**config.mk**
```make
export PLATFORM = sky130hd
export DESIGN_NAME = g_buf_elastic
export DESIGN_NICKNAME = d
export VERILOG_FILES = /design/src/rtl/g_buf_elastic.sv
export SDC_FILE = /design/constraint.sdc
export NUM_CORES = 1
export LEC_CHECK = 0
export BUFFER_PORTS_ARGS = -buffer_cell sky130_fd_sc_hd__buf_4
export CORE_UTILIZATION = 56
export CTS_CLUSTER_DIAMETER = 200
export CTS_CLUSTER_SIZE = 8
export DETAILED_ROUTE_END_ITERATION = 8
export GPL_TIMING_DRIVEN = 0
export PLACE_DENSITY = 0.87
export SLEW_MARGIN = 30
export SYNTH_ARGS = -nofsm -noshare
export SYNTH_HDL_FRONTEND = slang
export SYNTH_SLANG_ARGS = --single-unit
```
**constraint.sdc**
```tcl
create_clock -name CLK -period 3.5 [get_ports CLK]
set_input_delay 0.35 -clock CLK [delete_from_list [all_inputs] [get_ports CLK]]
set_output_delay 0.35 -clock CLK [all_outputs]
set_load 0.005 [all_outputs]
```
**src/rtl/g_buf_elastic.sv**
```systemverilog
// Elastic FIFO buffer: DEPTH-entry circular store with valid/ready on both sides,
// occupancy count, and a sticky overflow flag for writes attempted while full.
module g_buf_elastic #(
  parameter int WIDTH = 8,
  parameter int DEPTH = 4,
  parameter int AW    = $clog2(DEPTH)
) (
  input  logic             CLK,
  input  logic             RSTN,
  input  logic             CLR,
  input  logic [WIDTH-1:0] A,
  input  logic             A_VLD,
  output logic             A_RDY,
  output logic [WIDTH-1:0] Y,
  output logic             Y_VLD,
  input  logic             Y_RDY,
  output logic [AW:0]      CNT,
  output logic             FULL,
  output logic             EMPTY,
  output logic             OVF
);

  localparam logic [AW:0] DEPTH_C = (AW+1)'(DEPTH);

  logic [WIDTH-1:0] mem_q [DEPTH];
  logic [AW-1:0]    wr_ptr_q, wr_ptr_d;
  logic [AW-1:0]    rd_ptr_q, rd_ptr_d;
  logic [AW:0]      cnt_q, cnt_d;
  logic             ovf_q, ovf_d;
  logic             full_w, empty_w, push_w, pop_w;

  assign full_w  = (cnt_q == DEPTH_C);
  assign empty_w = (cnt_q == '0);
  // Handshakes depend only on registered occupancy, so no ready/valid feed-through.
  assign push_w  = A_VLD && !full_w;
  assign pop_w   = Y_RDY && !empty_w;

  always_comb begin
    wr_ptr_d = wr_ptr_q;
    rd_ptr_d = rd_ptr_q;
    cnt_d    = cnt_q;
    ovf_d    = ovf_q;
    if (CLR) begin
      wr_ptr_d = '0;
      rd_ptr_d = '0;
      cnt_d    = '0;
      ovf_d    = 1'b0;
    end else begin
      if (push_w) wr_ptr_d = wr_ptr_q + AW'(1);
      if (pop_w)  rd_ptr_d = rd_ptr_q + AW'(1);
      if (push_w && !pop_w)      cnt_d = cnt_q + (AW+1)'(1);
      else if (pop_w && !push_w) cnt_d = cnt_q - (AW+1)'(1);
      if (A_VLD && full_w) ovf_d = 1'b1;
    end
  end

  always_ff @(posedge CLK or negedge RSTN) begin
    if (!RSTN) begin
      wr_ptr_q <= '0;
      rd_ptr_q <= '0;
      cnt_q    <= '0;
      ovf_q    <= 1'b0;
    end else begin
      wr_ptr_q <= wr_ptr_d;
      rd_ptr_q <= rd_ptr_d;
      cnt_q    <= cnt_d;
      ovf_q    <= ovf_d;
    end
  end

  // Storage is not reset; RSTN gating keeps an edge held in reset from writing.
  always_ff @(posedge CLK) begin
    if (RSTN && push_w && !CLR) mem_q[wr_ptr_q] <= A;
  end

  assign A_RDY = !full_w;
  assign Y_VLD = !empty_w;
  assign Y     = empty_w ? '0 : mem_q[rd_ptr_q];
  assign CNT   = cnt_q;
  assign FULL  = full_w;
  assign EMPTY = empty_w;
  assign OVF   = ovf_q;

endmodule

```
### Yosys cells after proc, flatten, opt, wreduce, memory -nomap -nowiden

Memory sizes are Yosys's and may differ from the RTL's.
Index checks and enable logic that the tools add are counted.

* reductions and logical operators: 17
* equality and inequality tests: 1
* muxes and demuxes: 12
* add/subtract/negate cells: 4

Operators by type and width (count)
* 3-bit 2-to-1 mux: 3
* 2-bit 2-to-1 mux: 4
* 8-bit 2-to-1 mux: 1
* 1-bit logical AND: 7
* 2-bit nonzero test: 3
* 1-bit zero test: 5
* 2-bit by 1-bit adder with 2-bit output, second input constant: 2
* 1-bit 2-to-1 mux: 4
* 3-bit by 1-bit adder with 3-bit output, second input constant: 1
* 3-bit equality test, second input constant: 1
* 3-bit zero test: 1
* 3-bit nonzero test: 1
* 3-bit by 1-bit subtractor with 3-bit output, second input constant: 1

* flip-flop bits (word level): 8
* output and inout bits: 16
* bits of input ports: 13
* memories kept: 1
* bits in writable memories: 32

Memory list
* mem_q: words 4, width 8, read ports 1, clocked after Yosys merged registers in 0, write ports 1, RTL line 25 `logic [WIDTH-1:0] mem_q [DEPTH];`

### Longest topological paths before layout

Gate-level depths: netlist of the first run.

* word-level depth: 8
* depth in mapped cells: 8
* depth with buffers taken out: 6

### Worst setup path before layout of the first run

OpenSTA, ideal clock, no wires.

* kind: register -> register
* from: register cnt_q[0] (netlist: CNT[0])
* to: register cnt_q[2] (netlist: CNT[2])
* stages on the path, launching flop included: 9
* period minus slack after synthesis: 2.299 ns
* data arrival time: 2.232 ns
* slack: 1.201 ns
* setup time: 0.066 ns
* path buffers: 2
* cells stage by stage: dfrtp_1 > clkbuf_2 > or3b_1 > buf_2 > and3_1 > fa_1 > a21bo_2 > a311oi_1 > o311a_1

* elaborated cells between the ends (all ways): 16
* those cells by class: add/sub (2); eq/ne (1); mux (3); reduce/logical (10)

RTL lines
* start, declared: RTL line 28 `logic [AW:0] cnt_q, cnt_d;`
* start signal, assigned: RTL line 66 `cnt_q <= cnt_d;`
* 3-bit equality test *: RTL line 32 `assign full_w = (cnt_q == DEPTH_C);`
* 1-bit zero test *
* named net A_RDY: RTL line 13 `output logic A_RDY,`
* 1-bit logical AND *: RTL line 35 `assign push_w = A_VLD && !full_w;`
* 1-bit logical AND / 1-bit zero test (equally long branches): RTL line 51, 52
* 3-bit 2-to-1 mux / 1-bit logical AND (equally long branches): RTL line 51, 52
* 3-bit 2-to-1 mux / 3-bit nonzero test (equally long branches)

The timed path passes the listed nets; every way through them passes the cells marked *. The select of a mux whose other input is x is not followed.
A chain may end at the register's enable or synchronous reset.

### Worst setup path in the final report of the first run

* from: register cnt_q[0] (netlist: CNT[0])
* to: register cnt_q[2] (netlist: CNT[2])

* cells in the longest elaborated chain, start to end: 7
* elaborated cells between the ends (all ways): 16
* those cells by class: add/sub (2); eq/ne (1); mux (3); reduce/logical (10)

RTL lines
* branches (longest 7 deep; another with 3-bit by 1-bit subtractor with 3-bit output)

Parallel ways; which one is timed is not known. The select of a mux whose other input is x is not followed.

==> results.py, run 1 <==
metrics = {
    "run_status": {
        "run_status": "finished, final reports clean",
    },
    "cts": {
        "clkLatencyLatePin_ps": 350,
        "cts.sinks": 40,
        "htreeDepth": 2,
        "postCtsResizedCells": 0,
        "clkTransAtPathRegs_ps": 120,
        "postCtsSetupBuffers": 0,
        "cts_made_buffers": 5,
        "cts_root_buffer": "clkbuf_4",
        "postCtsHoldBufs": 1,
        "tritoncts": "done",
        "clockBufferDepth": 2,
    },
    "place": {
        "io_buffer_count": 27,
        "gp_congestion": 0.708,
        "hpwl_microns": 2350,
    },
    "timing": {
        "fmax_mhz": 402,
        "maxSlewViolCount": 0,
        "finalCriticalPeriod_ps": 2490,
        "finalSetupViolations": 0,
        "hold_viol": 0,
        "skew_ps": 16.1,
        "finalCritPeriodShare": 0.712,
        "tightest_slew_ps": 550,
        "rsz0062_at_grt": "no",
        "finalSetupTns_ps": 0,
        "slew_headroom": 0.633,
    },
    "yosys": {
        "async_flop_share": 0.200,
        "synth.distinct_cells": 35,
        "synth-seq-area-share": 0.638,
        "syn-cell-area_sq_mm": 0.00182,
        "synth_area_per_cell_sq_um": 15.6,
        "syn-num-nets": 135,
        "yosys_warnings": 0,
        "synth_top_area_share": 0.528,
        "ys_top_cells_by_area": "edfxtp_1, dfrtp_1, mux4_2, ha_1, nor2b_1",
        "netlist_instances": 117,
        "synth_top_area_cell": "edfxtp_1",
        "synth-seq-cells": 40,
        "synth_common_cells": "edfxtp_1, nor2_1, dfrtp_1, mux4_2, nor2b_1",
        "synth.most_common_cell": "edfxtp_1",
        "synth_edf_count": 32,
        "synth-main-ff-cell": "edfxtp_1",
    },
    "run": {
        "cap_viol_max_count": 0,
    },
    "layout": {
        "diodes": 0,
        "drive_gt1_frac": 0.353,
        "multi_input_area_sq_um": 594,
        "filler_cell_count": 208,
        "nets": 170,
        "seq_area_sq_mm": 0.00116,
        "syn2layout_area_growth_pct": 20.3,
    },
    "die": {
        "core_area_sq_mm": 0.00308,
        "die_w_microns": 59.0,
        "dieArea_sq_mm": 0.00348,
        "io_pins": 29,
        "start_util": 0.591,
        "rows": 20,
        "die_h_microns": 59.0,
    },
    "worst_setup_path": {
        "setup.worst_path.end_class": "flop",
        "cp.arrival_ps": 2780,
        "required_ps": 3790,
        "crit_fanout": 9,
        "start_kind": "flop",
        "critical_path_class": "flop to flop",
    },
    "grt": {
        "antenna_found_initial": 0,
        "first_global_vias": 1112,
        "track_usage": 0.221,
        "grt_max_degree": 14,
        "grt-ovfl-total": 0,
        "grt_first_pass_wirelength_microns": 5220,
    },
    "routing": {
        "firstDrtPassIters": 4,
        "vias": 1097,
        "vias_per_cell": 5.57,
        "wl_per_cell_microns": 16.8,
        "postRouteAntennaNets": 0,
        "drc": 0,
        "drt_first_iter_violations": 36,
        "drt_wl_total_microns": 3300,
    },
    "pwr": {
        "max-vdd-ir-drop_mv": 0.347,
        "power_density_mw_per_mm2": 661,
        "p_leak_nw": 0.841,
        "total_power_w": 0.00145,
    },
    "worst_hold_path": {
        "hp-class": "primary input to flop",
    },
}
[cells in the final DEF, fill, tap and decap left out, types with 2 or more instances in the layout]
cell type	n
edfxtp_1	32
buf_4	27
nor2_1	9
dfrtp_1	8
mux4_2	8
nor2b_1	8
inv_1	6
clkbuf_4	5
and2_1	4
ha_1	4
buf_2	3
clkbuf_1	3
o21ai_0	3
a21oi_1	3
nand3_1	2
xor2_1	2
nand3b_1	2
mux2_1	2
bufinv_16	2
[worst paths after layout]
path | from | endpoint | slack (ps) | cells past startpoint
worst max-delay path | CNT[0]$_DFFE_PN0P_ | CNT[2]$_DFFE_PN0P_ | 1010 | 8
max in group asynchronous | RSTN | rd_ptr_q[0]$_DFFE_PN0P_ | 3010 | 2
worst max register to register | CNT[0]$_DFFE_PN0P_ | CNT[2]$_DFFE_PN0P_ | 1010 | 8
worst min-delay path | A[2] | mem_q[0][2]$_DFFE_PP_ | 200 | 1
worst min register to register | OVF$_DFFE_PN0P_ | OVF$_DFFE_PN0P_ | 530 | 2
min in group asynchronous | RSTN | OVF$_DFFE_PN0P_ | 360 | 2
[critical path, cell delays in order (launching register included)]
cell	delay, ps
dfrtp_1	390
clkbuf_2	170
or3b_1	380
buf_2	180
and3_1	180
fa_1	430
a21bo_2	240
a311oi_1	270
o311a_1	200
[layer usage]
layer  GRT usage  up-vias  part of all wire
li1            -      503                 -
met1       0.272      548              0.41
met2       0.362       39              0.52
met3      0.0502        7             0.039
met4       0.126        0             0.024
met5           0        -                 0
[logic make-up after synthesis]
group / count (synthesis) / synth area share
DFF: 40 / 0.638
muxes: 12 / 0.125
and+or+nand+nor: 32 / 0.106
adders and majority gates: 5 / 0.0385
buffers and inverters: 14 / 0.0357
xor gates and xnor gates: 2 / 0.00962
AOI/OAI and AO/OA: 12 / 0.0474
[stage by stage]
step / setup WS [ps] / utilization / hold WS [ps] / instances / instance area [sq um]
2_1_floorplan: 1200 / - / 54.4 / 117 / 1820
3_3_place_gp: 1150 / 0.675 / 174 / 188 / 2080
3_5_place_dp: 1060 / 0.675 / 177 / 188 / 2080
4_1_cts: 995 / 0.711 / 187 / 197 / 2190
5_1_grt: 874 / 0.711 / 183 / 197 / 2190
6_report: 1010 / 0.711 / 197 / 197 / 2190
[flip-flops by register name, summed over array words and instances (netlist names)]
signal	flops
CNT	3
OVF	1
mem_q	32
rd_ptr_q	2
wr_ptr_q	2
[area by class of cell]
cell class / count / share of cell area
buffer: 7 / 0.0177
tap: 44 / 0.0251
clock inverter: 2 / 0.0274
timing repair buffer: 28 / 0.0971
clock buffer: 6 / 0.0189
sequential: 40 / 0.530
multi-input combinational: 63 / 0.271
inverter: 7 / 0.0120
[power by group]
part	switching, W	leakage (nW)	internal [W]
Sequential	0.0000245	0.396	0.000547
Combinational	0.000238	0.393	0.000271
Clock	0.000145	0.0525	0.000223
No activity file was read; power rests on OpenSTA's default activity.
==> run 2: changes to the inputs <==
--- a/config.mk
+++ b/config.mk
@@ -6,12 +6,12 @@
 export NUM_CORES = 1
 export LEC_CHECK = 0
 export BUFFER_PORTS_ARGS = -buffer_cell sky130_fd_sc_hd__buf_4
-export CORE_UTILIZATION = 56
+export CORE_UTILIZATION = 50
 export CTS_CLUSTER_DIAMETER = 200
 export CTS_CLUSTER_SIZE = 8
 export DETAILED_ROUTE_END_ITERATION = 8
 export GPL_TIMING_DRIVEN = 0
-export PLACE_DENSITY = 0.87
+export PLACE_DENSITY = 0.83
 export SLEW_MARGIN = 30
 export SYNTH_ARGS = -nofsm -noshare
 export SYNTH_HDL_FRONTEND = slang
==> constraint.sdc (replaced) <==
create_clock -name CLK -period 2.1 [get_ports CLK]
set_input_delay 0.21 -clock CLK [delete_from_list [all_inputs] [get_ports CLK]]
set_output_delay 0.21 -clock CLK [all_outputs]
set_load 0.005 [all_outputs]
==> run 2 against run 1 <==
Against the previous run: wire length decreased by 0.18%; critical path depth decreased by 1; combinational power increased by 85%.
==> results.py, run 2 (synthesis gave the netlist of run 1 again) <==
metrics = {
    "run_status": {
        "run_status": "finished, final reports clean",
    },
    "worst_setup_path": {
        "rr_endpoint": "CNT[2]$_DFFE_PN0P_",
        "cp_top_family": "simple AND/OR/NAND/NOR gates",
        "required_ps": 2350,
        "cp.arrival_ps": 2320,
        "crit_chain": "or3b_4 -> and3_4 -> fa_2 -> buf_4 -> nor2_2 -> mux2i_1 -> o311a_1",
        "setup.worst_path.end_class": "flop",
        "rrSetupSlack_ps": 30,
        "crit_fanout": 4,
        "critical_path_class": "flop to flop",
        "ff2ff_path_depth": 7,
        "crit_path_start": "CNT[0]$_DFFE_PN0P_",
        "start_kind": "flop",
        "reg2reg_from": "CNT[0]$_DFFE_PN0P_",
        "crit_slowest_cell": "dfrtp_2",
        "critPathBufInv": 1,
        "cpPeakStageDelay_ps": 430,
    },
    "timing": {
        "maxSlewViolCount": 0,
        "skew_ps": 7.45,
        "finalSetupViolations": 0,
        "finalCriticalPeriod_ps": 2070,
        "tightest_slew_ps": 537,
        "rsz0062_at_grt": "yes",
        "finalSetupTns_ps": 0,
        "fmax_mhz": 483,
        "slew_headroom": 0.637,
        "hold_viol": 0,
        "finalCritPeriodShare": 0.985,
        "layout_setup_ws_ps": 30.7,
    },
    "pwr": {
        "p_leak_nw": 0.840,
        "power_density_mw_per_mm2": 1030,
        "max-vdd-ir-drop_mv": 0.570,
    },
    "routing": {
        "vias_per_cell": 5.33,
        "drt_wl_total_microns": 3300,
        "wl_per_cell_microns": 16.2,
        "drc": 0,
        "vias": 1082,
        "firstDrtPassIters": 4,
        "postRouteAntennaNets": 0,
        "drt_first_iter_violations": 49,
    },
    "layout": {
        "postLayoutCellArea_sq_mm": 0.00221,
        "layout.cells.most_common_list": "buf_4, edfxtp_1, mux4_2, nor2b_1, nor2_1",
        "regMostFlops": "mem_q",
        "diodes": 0,
        "syn2layout_area_growth_pct": 21.2,
        "nets": 174,
        "mostFrequentLayoutCell": "buf_4",
        "drive_gt1_frac": 0.414,
        "largest_reg_flops": 32,
        "instances_no_fill": 203,
    },
    "worst_hold_path": {
        "holdPathStages": 1,
        "hold_end": "mem_q[2][4]$_DFFE_PP_",
        "hp-class": "primary input to flop",
        "min_from": "A[4]",
    },
    "die": {
        "core_area_sq_mm": 0.00342,
        "die_h_microns": 62.3,
        "dieArea_sq_mm": 0.00389,
        "start_util": 0.533,
        "die_w_microns": 62.3,
        "rows": 21,
        "io_pins": 29,
    },
    "grt": {
        "grt-ovfl-total": 0,
        "grt_first_pass_wirelength_microns": 5260,
        "grt_max_degree": 13,
        "antenna_found_initial": 0,
        "first_global_vias": 1119,
        "track_usage": 0.186,
    },
    "cts": {
        "clockBufferDepth": 2,
        "cts.sinks": 40,
        "cts_made_buffers": 5,
        "htreeDepth": 2,
        "cts_root_buffer": "clkbuf_4",
        "clkTransAtPathRegs_ps": 110,
        "clkLatencyLatePin_ps": 350,
        "tritoncts": "done",
    },
    "place": {
        "place_area_sq_mm": 0.00210,
        "pre_cts_slack_ps": -205,
        "io_buffer_count": 27,
        "gp_congestion": 0.680,
        "hpwl_microns": 2250,
        "place_inst": 190,
    },
    "run": {
        "cap_viol_max_count": 0,
    },
}
run 2: changes by cell type in the layout (fill, tap and decap cells not counted), moves of 2 or more:
cell,change
buf_2,-2
dfrtp_1,-2
buf_4,+9
dfrtp_2,+2
bufinv_16,-2
run 2: report_power, final:
part	internal (W)	leakage, nW	switching (W)
Sequential	0.000915	0.393	0.0000412
Clock	0.000127	0.0259	0.000246
Combinational	0.000529	0.421	0.000412
run 2: what timing repair did:
item                                   CTS  global route
resized for setup                        4             3
setup endpoints to repair                3            43
endpoints found under the hold margin    8             0
buffers inserted                         6             2
pin swaps                                5             5
hold buffers                             1             0
run 2: metrics by stage:
stage               utilization  hold slack (ps)  total power, W
global placement          0.616             35.0         0.00179
CTS                       0.647             35.8         0.00226
finish                    0.646             52.3         0.00227
detailed placement        0.616             37.9         0.00183
global route              0.646             21.6         0.00241
floorplan                     -            -85.6         0.00149
run 2: final cells by class:
| class | instances | area [sq um] |
|---|---|---|
| Tap cell | 46 | 57.6 |
| Buffer | 3 | 16.3 |
| Clock buffer | 6 | 41.3 |
| Clock inverter | 2 | 11.3 |
| Fill cell | 257 | 1210 |
| Multi-Input combinational cell | 63 | 618 |
| Inverter | 7 | 26.3 |
| Sequential cell | 40 | 1160 |
| Timing Repair Buffer | 36 | 273 |
run 2: worst max path at each step:
stage / slack (ps) / cells after the start / endpoint
global route: -60 / 8 / CNT[2]$_DFFE_PN0P_
CTS: -90 / 8 / CNT[2]$_DFFE_PN0P_
global placement: -170 / 8 / CNT[2]$_DFFE_PN0P_
floorplan: -130 / 8 / CNT[2]$_DFFE_PN0P_
finish: 30 / 7 / CNT[2]$_DFFE_PN0P_
detailed placement: -200 / 8 / CNT[2]$_DFFE_PN0P_
run 2: per-layer routing:
metal / GRT usage / wire [microns]
met2: 0.323 / 1800
met5: 0 / 0
met3: 0.0643 / 147
met4: 0.0610 / 65
met1: 0.216 / 1280
